<file path="src/rtl/atari7800_pkg.sv">
// Shared MARIA constants: register window offsets, reset values and the colour offset map.
package atari7800_pkg;

   localparam logic [4:0] OFF_BACKGRND = 5'h00;
   localparam logic [4:0] OFF_WSYNC    = 5'h04;
   localparam logic [4:0] OFF_MSTAT    = 5'h08;
   localparam logic [4:0] OFF_DPPH     = 5'h0C;
   localparam logic [4:0] OFF_DPPL     = 5'h10;
   localparam logic [4:0] OFF_CHARBASE = 5'h14;
   localparam logic [4:0] OFF_CTRL     = 5'h1C;

   localparam logic [7:0]  CTRL_RESET     = 8'h70;
   localparam logic [15:0] ZP_BYPASS_NTSC = 16'h0084;
   localparam logic [15:0] ZP_BYPASS_PAL  = 16'h2730;

   typedef enum logic {
      WS_IDLE = 1'b0,
      WS_WAIT = 1'b1
   } wsync_state_t;

   // Colour index 1+3p+c lives at window offset 4p+c+1; index 0 is BACKGRND.
   function automatic logic [4:0] color_offset(input int idx);
      if (idx == 0) begin
         return OFF_BACKGRND;
      end
      return 5'(4 * ((idx - 1) / 3) + ((idx - 1) % 3) + 1);
   endfunction

endpackage

</file>
<file path="src/rtl/maria_wsync_fsm.sv">
// WSYNC hold: drops ready on a WSYNC write until the next line start or a saturating timeout.
module maria_wsync_fsm
   import atari7800_pkg::*;
#(
   parameter int WSYNC_MAX = 1023
) (
   input  logic clk_sys,
   input  logic srst,
   input  logic wsync_wr,
   input  logic line_start,
   output logic ready
);

   localparam int CNT_W = (WSYNC_MAX < 1) ? 1 : $clog2(WSYNC_MAX + 1);
   localparam logic [CNT_W-1:0] CNT_MAX  = CNT_W'(WSYNC_MAX);
   localparam logic [CNT_W-1:0] CNT_LAST = CNT_W'((WSYNC_MAX > 0) ? WSYNC_MAX - 1 : 0);

   wsync_state_t     state_reg;
   logic [CNT_W-1:0] cnt_reg;
   logic             ready_reg;

   always_ff @(posedge clk_sys) begin
      if (srst) begin
         state_reg <= WS_IDLE;
         cnt_reg   <= '0;
         ready_reg <= 1'b1;
      end else begin
         case (state_reg)
            WS_IDLE: begin
               // A line_start in the same cycle as the write is deliberately not honoured.
               if (wsync_wr) begin
                  state_reg <= WS_WAIT;
                  cnt_reg   <= '0;
                  ready_reg <= 1'b0;
               end
            end
            WS_WAIT: begin
               if (cnt_reg != CNT_MAX) begin
                  cnt_reg <= cnt_reg + CNT_W'(1);
               end
               if (line_start || (cnt_reg >= CNT_LAST)) begin
                  state_reg <= WS_IDLE;
                  ready_reg <= 1'b1;
               end
            end
            default: begin
               state_reg <= WS_IDLE;
               ready_reg <= 1'b1;
            end
         endcase
      end
   end

   assign ready = ready_reg;

endmodule

</file>
<file path="src/rtl/maria_regbank.sv">
// MARIA register bank: CPU decode of the register window, palette/control/DPP storage,
// optional line-synchronous shadow commit, optional readback and the WSYNC ready hold.
module maria_regbank
   import atari7800_pkg::*;
#(
   parameter int  N_PAL     = 8,
   parameter int  SHADOW    = 0,
   parameter int  READBACK  = 0,
   parameter int  WSYNC_MAX = 1023,
   localparam int N_COLOR   = 1 + 3 * N_PAL
) (
   input  logic        clk_sys,
   input  logic        reset,
   input  logic        maria_en,
   input  logic        bypass_bios,
   input  logic        pal,
   input  logic        pclk0,
   input  logic        cs_maria,
   input  logic [4:0]  AB,
   input  logic        RW,
   input  logic [7:0]  DB_in,
   output logic [7:0]  DB_out,
   input  logic [7:0]  status_read,
   input  logic        line_start,
   output logic        ready,
   output logic [7:0]  ctrl,
   output logic [7:0]  char_base,
   output logic [15:0] ZP,
   output logic [7:0]  color_map [N_COLOR]
);

   logic        srst;
   logic        wr_stb;
   logic        rd_stb;
   logic [15:0] zp_reset;

   logic [7:0]  color_reg [N_COLOR];
   logic [7:0]  color_shd [N_COLOR];
   logic [7:0]  ctrl_reg;
   logic [7:0]  ctrl_shd;
   logic [7:0]  charbase_reg;
   logic [7:0]  charbase_shd;
   logic [7:0]  dpph_reg;
   logic [7:0]  dppl_reg;
   logic [7:0]  db_out_reg;
   logic [7:0]  rd_data_next;

   logic [N_COLOR-1:0] color_hit;
   logic        ctrl_hit;
   logic        charbase_hit;
   logic        dpph_hit;
   logic        dppl_hit;
   logic        wsync_hit;

   assign srst     = reset | ~maria_en;
   assign wr_stb   = pclk0 & cs_maria & ~RW;
   assign rd_stb   = pclk0 & cs_maria & RW;
   assign zp_reset = bypass_bios ? (pal ? ZP_BYPASS_PAL : ZP_BYPASS_NTSC) : 16'h0000;

   assign ctrl_hit     = wr_stb && (AB == OFF_CTRL);
   assign charbase_hit = wr_stb && (AB == OFF_CHARBASE);
   assign dpph_hit     = wr_stb && (AB == OFF_DPPH);
   assign dppl_hit     = wr_stb && (AB == OFF_DPPL);
   assign wsync_hit    = wr_stb && (AB == OFF_WSYNC);

   // Only palettes below N_PAL get a decoder, so writes above them fall through.
   generate
      for (genvar gi = 0; gi < N_COLOR; gi++) begin : g_color
         localparam logic [4:0] COLOR_OFF = color_offset(gi);
         assign color_hit[gi] = wr_stb && (AB == COLOR_OFF);
         assign color_map[gi] = color_reg[gi];
      end
   endgenerate

   always_ff @(posedge clk_sys) begin
      if (srst) begin
         for (int i = 0; i < N_COLOR; i++) begin
            color_reg[i] <= '0;
            color_shd[i] <= '0;
         end
         ctrl_reg     <= CTRL_RESET;
         ctrl_shd     <= CTRL_RESET;
         charbase_reg <= '0;
         charbase_shd <= '0;
         dpph_reg     <= zp_reset[15:8];
         dppl_reg     <= zp_reset[7:0];
      end else begin
         if (dpph_hit) dpph_reg <= DB_in;
         if (dppl_hit) dppl_reg <= DB_in;
         if (SHADOW != 0) begin
            // Commit forwards a same-cycle write so live never lags the CPU by a line.
            for (int i = 0; i < N_COLOR; i++) begin
               if (color_hit[i]) color_shd[i] <= DB_in;
               if (line_start)   color_reg[i] <= color_hit[i] ? DB_in : color_shd[i];
            end
            if (ctrl_hit)     ctrl_shd     <= DB_in;
            if (charbase_hit) charbase_shd <= DB_in;
            if (line_start) begin
               ctrl_reg     <= ctrl_hit     ? DB_in : ctrl_shd;
               charbase_reg <= charbase_hit ? DB_in : charbase_shd;
            end
         end else begin
            for (int i = 0; i < N_COLOR; i++) begin
               if (color_hit[i]) color_reg[i] <= DB_in;
            end
            if (ctrl_hit)     ctrl_reg     <= DB_in;
            if (charbase_hit) charbase_reg <= DB_in;
         end
      end
   end

   always_comb begin
      rd_data_next = '0;
      if (AB == OFF_MSTAT) begin
         rd_data_next = status_read;
      end else if (READBACK != 0) begin
         case (AB)
            OFF_DPPH:     rd_data_next = dpph_reg;
            OFF_DPPL:     rd_data_next = dppl_reg;
            OFF_CHARBASE: rd_data_next = charbase_reg;
            OFF_CTRL:     rd_data_next = ctrl_reg;
            default: begin
               for (int i = 0; i < N_COLOR; i++) begin
                  if (AB == color_offset(i)) rd_data_next = color_reg[i];
               end
            end
         endcase
      end
   end

   always_ff @(posedge clk_sys) begin
      if (srst) begin
         db_out_reg <= '0;
      end else if (rd_stb) begin
         db_out_reg <= rd_data_next;
      end
   end

   maria_wsync_fsm #(
      .WSYNC_MAX (WSYNC_MAX)
   ) u_wsync (
      .clk_sys    (clk_sys),
      .srst       (srst),
      .wsync_wr   (wsync_hit),
      .line_start (line_start),
      .ready      (ready)
   );

   assign DB_out    = db_out_reg;
   assign ctrl      = ctrl_reg;
   assign char_base = charbase_reg;
   assign ZP        = {dpph_reg, dppl_reg};

endmodule

</file>
<file path="config.mk">
export PLATFORM = sky130hd
export DESIGN_NAME = maria_regbank
export DESIGN_NICKNAME = d
export VERILOG_FILES = /design/src/rtl/atari7800_pkg.sv /design/src/rtl/maria_wsync_fsm.sv /design/src/rtl/maria_regbank.sv
export SDC_FILE = /design/constraint.sdc
export NUM_CORES = 1
export LEC_CHECK = 0
export BUFFER_PORTS_ARGS = -buffer_cell sky130_fd_sc_hd__buf_2
export CAP_MARGIN = 20
export CORE_UTILIZATION = 48
export CTS_BUF_LIST = sky130_fd_sc_hd__clkbuf_16
export DETAILED_ROUTE_END_ITERATION = 8
export PLACE_DENSITY = 0.75
export SYNTH_ARGS = -nofsm -noshare
export SYNTH_HDL_FRONTEND = slang
export SYNTH_SLANG_ARGS = --single-unit
</file>
<file path="constraint.sdc">
create_clock -name clk_sys -period 2.6 [get_ports clk_sys]
set_input_delay 0.39 -clock clk_sys [delete_from_list [all_inputs] [get_ports clk_sys]]
set_output_delay 0.39 -clock clk_sys [all_outputs]
set_load 0.01 [all_outputs]
</file>
==> results of run 1 <==
kinds of logic (layout without fill, tap and decap cells):
group | count (synthesis) | in the layout | share of synthesized area
AOI/OAI and AO/OA | 39 | 39 | 0.02951
adders and majority gates | 2 | 2 | 0.002770
muxes | 17 | 17 | 0.01884
other | 0 | 2 | 0
xor gates and xnor gates | 1 | 1 | 0.0009698
and+or+nand+nor | 276 | 276 | 0.1297
DFF | 252 | 252 | 0.7979
buffers and inverters | 46 | 365 | 0.02036
path summary, 6_finish.rpt:
check                                                      from                              end  slack (ns)  cells after the start
worst max-delay path                                      AB[4]   color_reg[0][10]$_SDFFCE_PN0P_        0.70                      5
worst max register to register  u_wsync.cnt_reg[6]$_SDFFE_PP0P_  u_wsync.cnt_reg[2]$_SDFFE_PP0P_        0.94                      4
worst min register to register             ctrl[6]$_SDFFE_PP1P_             ctrl[6]$_SDFFE_PP1P_        0.47                      2
worst min-delay path                             status_read[0]           DB_out[0]$_SDFFE_PP0P_        0.11                      3
power breakdown:
| part | internal [mW] | switching (mW) | leakage (nW) |
|---|---|---|---|
| logic | 0.198 | 0.408 | 2.00 |
| clock network | 2.00 | 1.48 | 0.427 |
| registers | 4.60 | 0.0626 | 2.63 |
critical path, stage by stage:
cell and delay (ns):
buf_2 0.13, nand4bb_1 0.41, nor2_1 0.51, nand2_1 0.31
nand2_1 0.36
final cells by class:
cell class / instances / share of cell area
antenna: 2 / 0.0004315
clock buffer: 26 / 0.05610
inverter: 16 / 0.005178
timing repair buffer: 302 / 0.1372
clock inverter: 21 / 0.01284
multi-input combinational: 335 / 0.1422
tap: 229 / 0.02470
sequential: 252 / 0.6214
cells in the mapped netlist, types with 3 or more instances:
master	number	share of area
nand2b_1	5	0.0035
a22oi_1	8	0.0066
inv_1	16	0.0066
nand2_1	59	0.025
edfxtp_1	216	0.72
o31ai_1	6	0.0050
o21ai_0	13	0.0072
nor2_1	173	0.072
mux2i_1	17	0.019
dfxtp_1	36	0.080
nand3_1	14	0.0078
nand4_1	3	0.0021
nor2b_1	5	0.0035
buf_2	3	0.0017
clkbuf_1	24	0.010
nor3_1	4	0.0022
per-stage QoR:
step	instance area, um2	utilization	power (mW)	instances
3_5_place_dp	10790	0.5928	5.362	1134
6_report	11600	0.6370	8.752	1183
3_3_place_gp	10790	0.5928	5.345	1134
2_1_floorplan	9032	-	5.005	633
5_1_grt	11600	0.6370	8.996	1183
4_1_cts	11590	0.6367	8.792	1181
routing by layer:
layer	wire length, um	track usage	vias up
met1	9210	0.3044	2964
met5	0	0	-
li1	-	-	2831
met3	2225	0.06285	63
met4	975	0.1094	0
met2	11240	0.3923	384
==> flow_summary.toml, run 1 <==
[setup_path]
path_class = "input pin to flop"
crit_fanout = 9
startpoint_type = "input pin"
end_kind = "flop"
crit_required_ns = 2.81
critPathArrivalTime_ns = 2.12

[place]
dp_hpwl_um = 16550
io_buffers = 270
dpl_worst_slack_ns = 0.1807
gp_congestion = 0.8597

[run_status]
status = "finished, violations left"
violations = "DRC"

[clock_network]
cts_setup_buffers = 0
clock_path_buffers = 3
cts_tree = "yes"
cts-root-buf = "clkbuf_16"
numCtsBuffers = 26
cts_sinks = 252
cts.repair.resized = 0
ctsHoldBuffers = 0
h-tree-depth = 1
cts.clk_slew.worst_paths_ns = 0.06
clkLatencyLatePin_ns = 0.52

[logic_synthesis]
synthCells = 633
synth_ff_type = "edfxtp_1"
ys_seq_area_frac = 0.7979
synth_seq_cells = 252
async_flop_share = 0
syn_area_per_cell_um2 = 14.27
syn_nets = 665
synth_warnings = 0
synthDistinctLibCells = 41
synth_edf_count = 216
synth_area_um2 = 9032

[global_routing]
gr-total-overflow = 0
grt_pass1_wl_um = 34800
grt_usage = 0.2410
antenna_found_initial = 2
grt_pass1_vias = 6052
grt_max_degree = 28

[timing]
setup_viol = 0
period_needed_ns = 1.904
finalHoldViolations = 0
setup_tns_ns = 0
slew_headroom = 0.5651
final-max-slew-violation-count = 0
hold_ws_ns = 0.1081
finalCritPeriodShare = 0.7322
fmax_mhz = 525.3
tightest_slew_ns = 0.6507
rsz0062_at_grt = "false"
setup_slack_ns = 0.6962
skew_ns = 0.005916

[worst_hold_path]
hold_class = "input pin to flop"

[drt]
drt-pass1-iter-count = 9
drc = 22
via_per_inst = 5.276
drt-initial-drc-count = 527
wire_per_inst_um = 19.99
vias = 6242
final_antenna_net_count = 0
finalWirelength_um = 23650

[final_layout]
layout_commonest_cell = "buf_2"
nets = 965
mostFrequentLayoutCells = "buf_2, edfxtp_1, nor2_1"
multi_input_comb_area_um2 = 1649
area.growth.synth_to_final_pct = 28.41
regArea_um2 = 7207
drive_gt1_frac = 0.3571
num-fill-cells = 1381
largest_reg_flops = 200

[die]
fp-row-count = 49
ios = 271
die_h_um = 139.2
die_area_um2 = 19370
die_x_um = 139.2
start_util = 0.4960
core_um2 = 18210

[power]
power_density_nw_per_um2 = 754.6
power_leakage_nw = 5.056
ir_drop_mv = 0.4640

[job]
max_cap_violations = 0
Power figures use the tool's default switching activity.
==> inputs of run 2 (changes only) <==
- clock period: 2.6 -> 2 ns (I/O delays scaled with it)
==> run 2 against run 1 <==
Net effect:
- the flow still finishes with violations (DRC)
- setup slack got worse by 0.37 ns
- combinational power grew 30%
- critical path depth unchanged
- sequential power rose by 30%
- final cell count rose by 0.85%
- global-route usage increased by 0.087 points
- total power rose by 27%
- design area rose by 0.48%
- register-to-register slack worse by 0.61 ns
- clock power grew 23%
- largest cell class unchanged
==> flow_summary.toml, run 2 (synthesis gave the netlist of run 1 again) <==
[setup_path]
end_kind = "flop"
startpoint_type = "flop"
path_class = "flop to flop"
crit_required_ns = 2.44
crit_fanout = 6
critPathArrivalTime_ns = 2.12

[power]
power_leakage_nw = 5.083
ir_drop_mv = 0.8283
power_density_nw_per_um2 = 955.0
power_mw = 11.13

[place]
dp_hpwl_um = 16050
io_buffers = 270
gp_congestion = 0.9000
place_area_um2 = 10910

[global_routing]
grt_max_degree = 22
antenna_found_initial = 0
grt_pass1_wl_um = 35370
grt_usage = 0.2418
gr-total-overflow = 0
grt_pass1_vias = 6118

[clock_network]
numCtsBuffers = 25
cts_tree = "yes"
cts-root-buf = "clkbuf_16"
cts.repair.resized = 0
clkLatencyLatePin_ns = 0.51
cts_setup_buffers = 0
clock_path_buffers = 3
cts.clk_slew.worst_paths_ns = 0.06
ctsHoldBuffers = 0
h-tree-depth = 1
cts_sinks = 252

[die]
die_area_um2 = 19370
fp-row-count = 49
start_util = 0.4960
ios = 271
die_x_um = 139.2
core_um2 = 18210
die_h_um = 139.2

[final_layout]
num_antenna_cells = 0
mostFrequentLayoutCells = "buf_2, edfxtp_1, nor2_1"
num-fill-cells = 1333
nets = 978
final_area_um2 = 11650
largest_reg_flops = 200
post-route-util = 0.6400
drive_gt1_frac = 0.3662
layout_commonest_cell = "buf_2"
area.growth.synth_to_final_pct = 29.02

[job]
max_cap_violations = 0

[timing]
skew_ns = 0.002534
setup_tns_ns = 0
finalHoldViolations = 0
setup_viol = 0
tightest_slew_ns = 0.5216
rsz0062_at_grt = "false"
final-max-slew-violation-count = 0
hold_ws_ns = 0.02465
slew_headroom = 0.6496
finalCritPeriodShare = 0.8373
fmax_mhz = 597.2
period_needed_ns = 1.675

[drt]
final_antenna_net_count = 0
drt-initial-drc-count = 465
drt-pass1-iter-count = 7
drc = 22
via_per_inst = 5.248
wire_per_inst_um = 19.51
vias = 6261
finalWirelength_um = 23270

[worst_hold_path]
hold_class = "input pin to flop"

[run_status]
status = "finished, violations left"
violations = "DRC"
[run 2: changes by cell type in the layout (fill, tap and decap cells not counted)]
cell	delta
bufinv_16	-1
inv_1	-4
buf_12	+1
buf_4	+13
clkinv_1	+3
diode_2	-2
clkinv_8	-1
clkbuf_16	-1
inv_6	+2
[run 2: area by class of cell]
| type | instances | area, um2 | area share |
|---|---|---|---|
| Sequential cell | 252 | 7207 | 0.6184 |
| Timing Repair Buffer | 316 | 1709 | 0.1467 |
| Multi-Input combinational cell | 335 | 1649 | 0.1415 |
| Clock buffer | 25 | 625.6 | 0.05368 |
| Tap cell | 229 | 286.5 | 0.02459 |
| Clock inverter | 20 | 116.4 | 0.009985 |
| Inverter | 16 | 60.06 | 0.005154 |
[run 2: power by group]
part | internal, mW | total, mW | switching, mW | leakage [nW]
clock | 2.39 | 4.27 | 1.88 | 0.386
sequential | 5.98 | 6.07 | 0.0876 | 2.63
combinational | 0.263 | 0.789 | 0.526 | 2.07
[run 2: worst max-delay path, stage by stage (launching register included)]
cell and delay, ns:
dfxtp_1 0.43, ha_1 0.27, nand3_1 0.12, o31ai_1 0.45, and2_1 0.23, o2bb2ai_1 0.11
[run 2: path summary, 6_finish.rpt]
check / from / end / slack [ns] / cells past startpoint
setup / recovery: u_wsync.cnt_reg[1]$_SDFFE_PP0P_ / u_wsync.cnt_reg[2]$_SDFFE_PP0P_ / 0.33 / 5
hold / removal: status_read[6] / DB_out[6]$_SDFFE_PP0P_ / 0.02 / 3
setup reg to reg: u_wsync.cnt_reg[1]$_SDFFE_PP0P_ / u_wsync.cnt_reg[2]$_SDFFE_PP0P_ / 0.33 / 5
hold reg to reg: ctrl[5]$_SDFFE_PP1P_ / ctrl[5]$_SDFFE_PP1P_ / 0.48 / 2
[run 2: through the flow]
step / instances / setup WS (ns)
floorplan: 633 / 0.09704
global placement: 1148 / 0.03201
detailed placement: 1148 / 0.01215
CTS: 1193 / 0.3388
global route: 1193 / 0.1842
finish: 1193 / 0.3254
[run 2: metal layers]
metal | wire, um | track usage | up-vias
met5 | 0 | 0 | -
met4 | 636 | 0.09064 | 0
met3 | 2079 | 0.04420 | 40
met2 | 11270 | 0.3990 | 368
met1 | 9286 | 0.3216 | 2999
li1 | - | - | 2854
==> inputs of run 3 (changes only) <==
- ABC_AREA: not set -> 1
- CORE_UTILIZATION: 48 -> 46
- clock period: 2 -> 1.5 ns (I/O delays scaled with it)
==> run 3 against run 2 <==
Net effect:
- the run now ends clean
- routed wire length up 0.35%
- area after synthesis up 1.0%
- register-to-register slack worse by 0.19 ns
- design area up 6.3%
- count of clock-buffer cells in the layout up 3
- combinational power up 50%
- first-iteration DRC count up 0.65%
- die area up 5.4%
- via count up 3.9%
- highest routed layer is now met5
==> flow_summary.toml, run 3 <==
[logic_synthesis]
synth_seq_cells = 252
synth_top_area_frac = 0.7107
muxShareOfSynthArea = 0
synthDistinctLibCells = 27
synth-xor-area-share = 0.0009597
synth_top_area_cell = "edfxtp_1"
synth_commonest_cells = "edfxtp_1, nor2_1, nand2_1"
synthAdderAreaFrac = 0.002742
synth_ff_type = "edfxtp_1"
synth_warnings = 0
synth_top_family_by_area = "simple AND/OR/NAND/NOR gates"
synth_edf_count = 216
synth_area_um2 = 9126
syn_nets = 740
synth_most_common_cell = "edfxtp_1"
syn_area_per_cell_um2 = 12.89
async_flop_share = 0
synth-compound-area-share = 0.02906
ys_seq_area_frac = 0.7897
yosys.area_share.simple = 0.1489
synthCells = 708
synthTopCellsByArea = "edfxtp_1, nor2_1, dfxtp_1"

[setup_path]
startpoint_type = "flop"
crit_family = "simple AND/OR/NAND/NOR gates"
cp_slowest_cell = "dfxtp_1"
cpPeakStageDelay_ns = 0.34
critPathArrivalTime_ns = 1.79
crit_required_ns = 1.92
path_class = "flop to flop"
worst-path-buf-inv = 2
worstPathCellList = "ha_2, inv_1, nor2_2, nand3_1, nand2_2, nand2_4, inv_4, nand2_1, a21oi_1"
end_kind = "flop"
crit_fanout = 10

[power]
power_leakage_nw = 5.448
power_density_nw_per_um2 = 1223
power_mw = 15.15
ir_drop_mv = 0.8104

[clock_network]
cts.clk_slew.worst_paths_ns = 0.06
cts-root-buf = "clkbuf_16"
h-tree-depth = 1
numCtsBuffers = 25
cts_tree = "yes"
clock_path_buffers = 3
clkLatencyLatePin_ns = 0.50
cts_sinks = 252

[timing]
final-max-slew-violation-count = 0
finalHoldViolations = 0
setup_slack_ns = 0.1342
setup_viol = 0
tightest_slew_ns = 0.3505
finalCritPeriodShare = 0.9105
period_needed_ns = 1.366
skew_ns = 0.009567
slew_headroom = 0.7658
fmax_mhz = 732.2

[drt]
final_antenna_net_count = 0
dr.max_layer_used = "met5"
drc = 0
wl_met3_um = 1623
drt-pass1-iter-count = 5
drt-initial-drc-count = 468
wl_met2_um = 11600
vias = 6505
via_per_inst = 4.858
wire_per_inst_um = 17.44
wl_met1_um = 9517
finalWirelength_um = 23350

[global_routing]
gr-total-overflow = 0
antenna_found_initial = 2
grt_pass1_wl_um = 34200
grt_max_degree = 27
grt_usage = 0.2274
grt_pass1_vias = 6133

[run_status]
status = "completed"

[job]
max_cap_violations = 0

[final_layout]
post-route-util = 0.6363
nets = 1087
regArea_um2 = 7208
area.growth.synth_to_final_pct = 35.69
mostFrequentLayoutCells = "buf_2, edfxtp_1, nor2_1"
layout_commonest_cell = "buf_2"
num-fill-cells = 1435
drive_gt1_frac = 0.3747
multi_input_comb_area_um2 = 1668
largest_reg_flops = 200
final_area_um2 = 12380

[die]
die_area_um2 = 20410
die_h_um = 142.9
ios = 271
die_x_um = 142.9
core_um2 = 19460
start_util = 0.4689
fp-row-count = 51

[place]
gp_congestion = 0.8726
dpl_worst_slack_ns = -0.1288
io_buffers = 270
dp_hpwl_um = 16400
place_area_um2 = 11470

[worst_hold_path]
hold_class = "input pin to flop"
-- run 3: what timing repair did --
item / in CTS / in global routing
setup buffers: 0 / 0
endpoints found under the hold margin: 12 / 0
resized for setup: 0 / 4
setup endpoints to repair: 0 / 9
hold buffers: 11 / 0
-- run 3: tightest hold or removal path: cells and delay by family --
family	cells	cell delay [ns]
AOI/OAI and AO/OA	1	0.12
buffers and inverters	2	0.13
-- run 3: report_power, final --
| part | switching (mW) | internal, mW |
|---|---|---|
| logic | 0.720 | 0.457 |
| registers | 0.125 | 7.98 |
| clock network | 2.50 | 3.36 |
| total | 3.35 | 11.8 |
-- run 3: through the flow --
step | hold WS [ns] | instances | TNS (ns)
after floorplan | 0.3586 | 708 | 0
after global placement | 0.4368 | 1282 | -3.652
after detailed placement | 0.4529 | 1282 | -9.426
after CTS | 0.0006600 | 1338 | 0
after global routing | 0.01044 | 1339 | -0.01140
final | 0.01394 | 1339 | 0
-- run 3: logic make-up (layout without fill, tap and decap cells) --
family / Yosys count / after routing
AOI/OAI and AO/OA: 50 / 50
and+or+nand+nor: 337 / 337
buffers and inverters: 66 / 431
DFF: 252 / 252
adders and majority gates: 2 / 2
other: 0 / 1
xor gates and xnor gates: 1 / 1
-- run 3: area by class of cell --
cell class / count / area share
flip-flops and latches: 252 / 0.5821
repair buffers: 346 / 0.1797
multi-input cells: 390 / 0.1347
clock buffers: 28 / 0.05658
well taps: 265 / 0.02678
inverters: 40 / 0.01233
clock inverters: 17 / 0.007679
diodes: 1 / 0.0002021
-- run 3: path summary, 6_finish.rpt --
| check | from | end | slack [ns] | cells after the start |
|---|---|---|---|---|
| setup / recovery | u_wsync.cnt_reg[0]$_SDFFE_PP0P_ | u_wsync.cnt_reg[4]$_SDFFE_PP0P_ | 0.13 | 9 |
| hold / removal | DB_in[5] | char_base[5]$_SDFFE_PP0P_ | 0.01 | 3 |
| setup reg to reg | u_wsync.cnt_reg[0]$_SDFFE_PP0P_ | u_wsync.cnt_reg[4]$_SDFFE_PP0P_ | 0.13 | 9 |
| hold reg to reg | u_wsync.ready$_SDFFE_PP1P_ | u_wsync.ready$_SDFFE_PP1P_ | 0.47 | 2 |
-- run 3: layer usage --
layer  vias up  global-route usage
met1      3077              0.2956
met4         2             0.07527
met3        40             0.04058
met2       304              0.3865
met5         -                   0
li1       3082                   -
